--- src/rtl/audio_io_pkg.sv ---
// Shared constants and helpers for the audio I/O port: counter width,
// saturating increment and channel-index width.
package audio_io_pkg;

  localparam int CNT_W = 16;

  function automatic logic [CNT_W-1:0] sat_inc(input logic [CNT_W-1:0] v);
    return (v == {CNT_W{1'b1}}) ? v : v + CNT_W'(1);
  endfunction

  // Index width is never below one bit so a single-channel build keeps a port.
  function automatic int ch_width(input int n);
    return (n > 2) ? $clog2(n) : 1;
  endfunction

endpackage

--- src/rtl/sample_fifo.sv ---
// Synchronous frame FIFO; head is combinational and 0 when empty, push/pop take effect on the edge.
// Push into a full FIFO is accepted only if a pop happens in the same cycle; otherwise it is ignored.
module sample_fifo #(
  parameter int WIDTH = 64,
  parameter int DEPTH = 4
) (
  input  logic             clk_i,
  input  logic             rst_i,
  input  logic             push_i,
  input  logic             pop_i,
  input  logic [WIDTH-1:0] din_i,
  output logic             full_o,
  output logic             empty_o,
  output logic [WIDTH-1:0] head_o
);

  localparam int AW = $clog2(DEPTH);
  localparam logic [AW:0] PTR_ONE = 1;

  logic [WIDTH-1:0] mem_q [DEPTH];
  logic [AW:0]      wr_q, wr_d, rd_q, rd_d;
  logic             do_push, do_pop;

  assign empty_o = (wr_q == rd_q);
  assign full_o  = (wr_q[AW] != rd_q[AW]) && (wr_q[AW-1:0] == rd_q[AW-1:0]);
  assign do_pop  = pop_i && !empty_o;
  assign do_push = push_i && (!full_o || do_pop);
  assign wr_d    = do_push ? wr_q + PTR_ONE : wr_q;
  assign rd_d    = do_pop  ? rd_q + PTR_ONE : rd_q;
  assign head_o  = empty_o ? '0 : mem_q[rd_q[AW-1:0]];

  always_ff @(posedge clk_i) begin
    if (rst_i) begin
      wr_q <= '0;
      rd_q <= '0;
    end else begin
      wr_q <= wr_d;
      rd_q <= rd_d;
    end
  end

  always_ff @(posedge clk_i) begin
    if (do_push) mem_q[wr_q[AW-1:0]] <= din_i;
  end

endmodule

--- src/rtl/audio_io_port.sv ---
// Multi-channel ADC->CPU and CPU->DAC frame buffer; reads are combinational, pushes visible next cycle.
// No stalls: full FIFOs drop frames; AUDIO_IO_STATS_EN adds saturating overrun/underrun counters.
module audio_io_port
  import audio_io_pkg::*;
#(
  parameter  int DWIDTH   = 32,
  parameter  int CHANNELS = 2,
  parameter  int DEPTH    = 4,
  localparam int CHW      = ch_width(CHANNELS)
) (
  input  logic                       clock,
  input  logic                       reset,
  input  logic                       adc_valid,
  input  logic [CHANNELS*DWIDTH-1:0] adc_frame,
  input  logic                       cpu_in_req,
  input  logic [CHW-1:0]             cpu_in_ch,
  output logic [DWIDTH-1:0]          cpu_in_data,
  output logic                       cpu_in_avail,
  input  logic                       cpu_out_we,
  input  logic [CHW-1:0]             cpu_out_ch,
  input  logic [DWIDTH-1:0]          cpu_out_data,
  output logic                       cpu_out_space,
  output logic                       dac_valid,
  input  logic                       dac_ready,
  output logic [CHANNELS*DWIDTH-1:0] dac_frame,
  output logic [CNT_W-1:0]           in_overrun_cnt,
  output logic [CNT_W-1:0]           out_overrun_cnt,
  output logic [CNT_W-1:0]           dac_underrun_cnt
);

  localparam logic [CHW-1:0] LAST_CH = CHW'(CHANNELS - 1);

  logic [CHANNELS*DWIDTH-1:0]       in_head;
  logic                             in_full, in_empty, out_full, out_empty;
  logic                             in_pop, commit;
  logic                             in_drop, out_drop, underrun;
  logic [CHANNELS-1:0][DWIDTH-1:0]  stage_q, stage_d;

  // Reading the last channel consumes the head frame.
  assign in_pop   = cpu_in_req && (cpu_in_ch == LAST_CH) && !in_empty;
  assign commit   = cpu_out_we && (cpu_out_ch == LAST_CH);
  assign in_drop  = adc_valid && in_full && !in_pop;
  assign out_drop = commit && out_full && !dac_ready;
  assign underrun = dac_ready && out_empty;

  assign cpu_in_avail  = !in_empty;
  assign cpu_out_space = !out_full;
  assign dac_valid     = !out_empty;

  sample_fifo #(.WIDTH(CHANNELS*DWIDTH), .DEPTH(DEPTH)) u_in_fifo (
    .clk_i   (clock),
    .rst_i   (reset),
    .push_i  (adc_valid),
    .pop_i   (in_pop),
    .din_i   (adc_frame),
    .full_o  (in_full),
    .empty_o (in_empty),
    .head_o  (in_head)
  );

  always_comb begin
    cpu_in_data = '0;
    for (int c = 0; c < CHANNELS; c++) begin
      if (cpu_in_ch == CHW'(c)) cpu_in_data = in_head[c*DWIDTH +: DWIDTH];
    end
  end

  // The committed frame is the staging set with this cycle's write folded in.
  always_comb begin
    stage_d = stage_q;
    for (int c = 0; c < CHANNELS; c++) begin
      if (cpu_out_we && (cpu_out_ch == CHW'(c))) stage_d[c] = cpu_out_data;
    end
  end

  always_ff @(posedge clock) begin
    if (reset) stage_q <= '0;
    else       stage_q <= stage_d;
  end

  sample_fifo #(.WIDTH(CHANNELS*DWIDTH), .DEPTH(DEPTH)) u_out_fifo (
    .clk_i   (clock),
    .rst_i   (reset),
    .push_i  (commit),
    .pop_i   (dac_ready),
    .din_i   (stage_d),
    .full_o  (out_full),
    .empty_o (out_empty),
    .head_o  (dac_frame)
  );

`ifdef AUDIO_IO_STATS_EN
  logic [CNT_W-1:0] in_ovr_q, in_ovr_d, out_ovr_q, out_ovr_d, und_q, und_d;

  assign in_ovr_d  = in_drop  ? sat_inc(in_ovr_q)  : in_ovr_q;
  assign out_ovr_d = out_drop ? sat_inc(out_ovr_q) : out_ovr_q;
  assign und_d     = underrun ? sat_inc(und_q)     : und_q;

  always_ff @(posedge clock) begin
    if (reset) begin
      in_ovr_q  <= '0;
      out_ovr_q <= '0;
      und_q     <= '0;
    end else begin
      in_ovr_q  <= in_ovr_d;
      out_ovr_q <= out_ovr_d;
      und_q     <= und_d;
    end
  end

  assign in_overrun_cnt   = in_ovr_q;
  assign out_overrun_cnt  = out_ovr_q;
  assign dac_underrun_cnt = und_q;
`else
  logic unused_stats;
  assign unused_stats     = ^{in_drop, out_drop, underrun};
  assign in_overrun_cnt   = '0;
  assign out_overrun_cnt  = '0;
  assign dac_underrun_cnt = '0;
`endif

endmodule
--- config.mk ---
export PLATFORM = sky130hd
export DESIGN_NAME = audio_io_port
export DESIGN_NICKNAME = d
export VERILOG_FILES = /design/src/rtl/audio_io_pkg.sv /design/src/rtl/sample_fifo.sv /design/src/rtl/audio_io_port.sv
export SDC_FILE = /design/constraint.sdc
export NUM_CORES = 1
export LEC_CHECK = 0
export BUFFER_PORTS_ARGS = -buffer_cell sky130_fd_sc_hd__buf_4
export CAP_MARGIN = 10
export CORE_MARGIN = 2
export CORE_UTILIZATION = 43
export CTS_BUF_LIST = sky130_fd_sc_hd__clkbuf_4
export DETAILED_ROUTE_END_ITERATION = 8
export PLACE_DENSITY_LB_ADDON = 0.3
export SLEW_MARGIN = 30
export SYNTH_ARGS = -nofsm -noshare
export SYNTH_HDL_FRONTEND = slang
export SYNTH_SLANG_ARGS = --single-unit
--- constraint.sdc ---
create_clock -name clock -period 7.1 [get_ports clock]
set_clock_uncertainty 0.2 [all_clocks]
set_input_delay 1.065 -clock clock [delete_from_list [all_inputs] [get_ports clock]]
set_output_delay 1.065 -clock clock [all_outputs]
set_load 0.05 [all_outputs]
[After elaboration in Yosys (flattened, before gate mapping)]
Memory sizes are Yosys's and may differ from the RTL's. A register that Yosys moved wholly into a read port is not among the register bits.
Cells that the tools add are included.
Word-level totals
  register bits after elaboration: 76
  memories: 2
  logic and storage cells: 48
  memory bits (writable): 512
Cells by class
  mux-type cells: 13
  reductions and logical operators: 16
  add/subtract/negate cells: 4
  bitwise logic cells: 1
  equality and inequality tests: 6
Memory list
  u_in_fifo.mem_q: words 4, bits a word 64, rd ports 1, clocked after Yosys merged registers in 1, write ports 1, RTL line sample_fifo.sv:20  | logic [WIDTH-1:0] mem_q [DEPTH];
  u_out_fifo.mem_q: words 4, bits a word 64, rd ports 1, clocked after Yosys merged registers in 1, write ports 1, RTL line sample_fifo.sv:20
Operators with widths (count)
  $mux 64: 2
  $mux 32: 3
  $add 3x1->3 const B: 4
  $logic_and 1x1->1: 10
  $mux 2: 4
  $eq 3x3->1: 2
  $eq 2x2->1: 2
  $logic_not 1->1: 4
  $mux 1: 4
  $logic_or 1x1->1: 2
  $ne 1x1->1: 2
  $not 1->1: 1

[Depth between registers and ports, before layout]
  word-level depth: 8
  mapped depth: 5

[Cells and area by module]
A second synthesis with hierarchy kept.
Second synthesis, totals
  cell total of the unflattened synthesis: 1322
  area, all modules: 24527.3 sq um
Modules (own cells, without submodules)
  sample_fifo: instances 2, cells an instance 459, area an instance 10127.2 sq um, sequential area each 7847.5 sq um
  audio_io_port: instances 1, cells an instance 404, area an instance 4272.8 sq um, sequential area each 1281.2 sq um

[Least setup slack after synthesis]
No wires, ideal clock.
  path kind: input to register
  from: input port cpu_in_ch
  to: register u_in_fifo.wr_q[2]
  arrival: 5273 ps
  setup time: 75 ps
  data required time: 6825 ps
  stages: 4
  setup slack: 1551 ps
  cells stage by stage: buf_2 nand2_1 a41oi_1 mux2_2
On the way
  cells in the longest elaborated chain, start to end: 5
Ends and longest elaborated chain
  start: declaration: RTL line audio_io_port.sv:16  | input logic [CHW-1:0] cpu_in_ch,
  $logic_and 1x1->1 (2 in series): RTL line audio_io_port.sv:40  | assign in_pop = cpu_in_req && (cpu_in_ch == LAST_CH) && !in_empty;
  $logic_and 1x1->1: RTL line sample_fifo.sv:26  | assign do_pop = pop_i && !empty_o;
  $logic_or 1x1->1: RTL line sample_fifo.sv:27  | assign do_push = push_i && (!full_o || do_pop);
  $logic_and 1x1->1: RTL line sample_fifo.sv:27
  end signal: assignment: RTL line sample_fifo.sv:37  | wr_q <= wr_d;
  end: declaration: RTL line sample_fifo.sv:21  | logic [AW:0] wr_q, wr_d, rd_q, rd_d;
Every way passes these cells.
A chain may end at the register's enable or synchronous reset.

==> flow_metrics.py <==
metrics = {
    "setup_path": {
        "path_cells": "buf_4, mux4_1, mux2i_1, nor2_1, buf_4",
        "end_kind": "primary output",
        "critPathRequiredTime_ps": 5830,
        "cp_common_cell": "buf_4",
        "r2r.worst_path.cells": 4,
        "cp_top_family": "flip-flops",
        "cp_data_arrival_time_ps": 3460,
        "rrSetupSlack_ps": 3980,
        "crit_path_max_incr_delay_ps": 880,
        "critPathMaxFanout": 40,
        "reg2reg_from": "u_out_fifo.wr_q[0]",
        "crit_type": "reg2out",
        "r2r_end": "u_out_fifo.mem_q[2][22]",
        "cp_slowest_cell": "dfxtp_4",
        "path_buf_inv": 2,
        "cp-start-kind": "flop",
    },
    "cells_and_area": {
        "nNetsFinal": 1614,
        "utilization_pct": 51.2,
        "drive_above_1_share_pct": 41.5,
        "syn2layout_area_growth_pct": 18.2,
        "stdcell_area_um2": 27400,
    },
    "global_route": {
        "grt_util_all_layers_pct": 16.7,
        "grt_pass1_wl_um": 70000,
        "grt_pass1_vias": 12500,
        "antenna_found_initial": 6,
        "grt.overflow.total": 0,
        "grt_max_degree": 70,
    },
    "die": {
        "core_um2": 53600,
        "initial_core_util_pct": 43.3,
        "die_height_um": 236,
        "die_area_um2": 55900,
        "design.portCount": 251,
        "die_x_um": 236,
        "placementRows": 85,
    },
    "power": {
        "powerDensity_nw_per_um2": 311,
        "ir_drop_uv": 231,
        "total_leakage_power_nw": 9.76,
    },
    "timing": {
        "period_needed_ps": 4730,
        "fmax_mhz": 212,
        "drv_slew": 0,
        "rsz0062_at_grt": "false",
        "setup_viol": 0,
        "min_period_over_period_pct": 66.6,
        "tightest_slew_ps": 963,
        "setup_tns_ps": 0,
        "setup_ws_ps": 2370,
        "max_slew_margin_pct": 35.8,
        "finalHoldViolations": 0,
    },
    "synth": {
        "synth_cells": 1174,
        "yosys_warnings": 0,
        "synth_common_cells": "edfxtp_1 (512), mux4_2 (119), dfxtp_1 (80)",
        "syn_area_um2": 23200,
        "synth-edff-count": 512,
        "synth-main-ff-cell": "edfxtp_1",
        "synth_top_area_share_pct": 66.2,
        "synth_top_area_cell": "edfxtp_1",
        "synth.ff_latch_count": 592,
        "synthArstFlopShare_pct": 0,
        "ys_seq_area_share_pct": 73.1,
        "synth_area_leaders": "edfxtp_1 (66%), mux4_2 (12%), dfxtp_1 (6.9%), mux2_2 (3.3%), and2_1 (1.9%)",
        "synthMostInstantiatedCell": "edfxtp_1",
        "avgSynthCellArea_um2": 19.8,
        "yosys.cell_types.count": 32,
    },
    "placed_design": {
        "io_buffers": 202,
        "placed_area_um2": 25300,
        "gp_congestion": 0.689,
        "dp_hpwl_um": 25200,
        "dpl_worst_slack_ps": 2560,
    },
    "detailed_routing": {
        "vias_per_cell": 4.96,
        "vias": 11500,
        "drt-pass1-iter-count": 4,
        "routedWlPerCell_um": 19.6,
        "postRouteAntennaNets": 0,
        "wl_um": 45500,
        "drc_errors": 0,
        "drt-initial-drc-count": 508,
    },
    "clock_tree": {
        "clkSlewWorstSetupHoldPaths_ps": 70,
        "htree_levels": 4,
        "cts_made_buffers": 151,
        "insertion_delay_ps": 910,
        "clockBufferDepth": 3,
        "post_cts_resized": 0,
        "cts_sinks": 592,
        "cts-root-buf": "clkbuf_4",
        "cts_tree": "done",
    },
    "worst_hold_path": {
        "whs_endpoint": "u_in_fifo.mem_q[0][38]",
        "hp-start": "adc_frame[38]",
        "hold_class": "in2reg",
        "min_path_cells": 1,
    },
    "run_status": {
        "status": "finished clean",
    },
    "job": {
        "drv_cap": 0,
    },
}
[cell usage in the layout (no fill, tap or decap), drive strengths merged, types with 10 or more instances in the layout]
master / instances
mux2: 72
nor2: 40
mux4: 128
clkinv: 29
conb: 48
buf: 221
and2: 70
nand2: 11
edfxtp: 512
nor2b: 70
mux2i: 36
dfxtp: 80
clkbuf: 235
ha: 10
inv: 14
dlygate4sd3: 12
[layer usage]
metal | up-vias | GRT usage, % | share of wire, %
li1 | 5263 | - | -
met1 | 5867 | 19.6 | 41
met2 | 284 | 27.7 | 50
met3 | 74 | 6.25 | 6.7
met4 | 8 | 6.67 | 2.0
met5 | - | 0 | 0.13
[flip-flops by register name, indices dropped and copies added (netlist names), named ones only]
| name | flops |
|---|---|
| stage_q | 64 |
| u_in_fifo.mem_q | 256 |
| u_in_fifo.rd_q | 3 |
| u_in_fifo.wr_q | 3 |
| u_out_fifo.mem_q | 256 |
| u_out_fifo.rd_q | 3 |
| u_out_fifo.wr_q | 3 |
[area by class of cell]
cell class,count,area (um2)
Inverter,11,41.3
Sequential cell,592,17000
Timing Repair Buffer,233,1810
Tap cell,696,871
Multi-Input combinational cell,511,5720
Clock buffer,235,1760
Fill cell,4456,26200
Antenna cell,3,7.51
Clock inverter,38,226
[worst max-delay path by stage]
stage          slack (ps)                     end  cells past startpoint
6_report             2370         cpu_in_data[20]                      5
5_1_grt              1940         cpu_in_data[20]                      5
4_1_cts              2070         cpu_in_data[20]                      5
3_5_place_dp         2560  u_in_fifo.mem_q[0][51]                      5
3_3_place_gp         2610  u_in_fifo.mem_q[0][51]                      5
2_1_floorplan        1550       u_in_fifo.wr_q[2]                      4
[through the flow]
step                      power [mW]  hold slack [ps]  std cells
after detailed placement        5.75              296       2029
final                           8.54              133       2319
after global routing            8.94             17.7       2318
after floorplan                 5.27              280       1221
after CTS                       8.68           0.0506       2314
after global placement          5.73              292       2029
[power by group]
group / internal, mW / switching (mW)
clock network: 1.58 / 1.31
registers: 3.94 / 0.0795
logic: 0.561 / 1.07
total: 6.08 / 2.46
[cells by family after synthesis]
group | count (synthesis) | synth area share [%]
AO/OA/AOI/OAI | 11 | 0.377
XOR/XNOR | 8 | 0.302
adder cells (fa/ha/maj) | 10 | 0.539
buffers and inverters | 118 | 3.23
flip-flops | 592 | 73.1
multiplexers | 236 | 17.6
other | 1 | 0.0162
AND/OR/NAND/NOR | 198 | 4.80
[timing repair]
action | in CTS | in global routing
hold endpoints to repair | 36 | 0
hold buffers | 12 | 0
buffers inserted | 0 | 0
(Power assumes the default switching activity.)
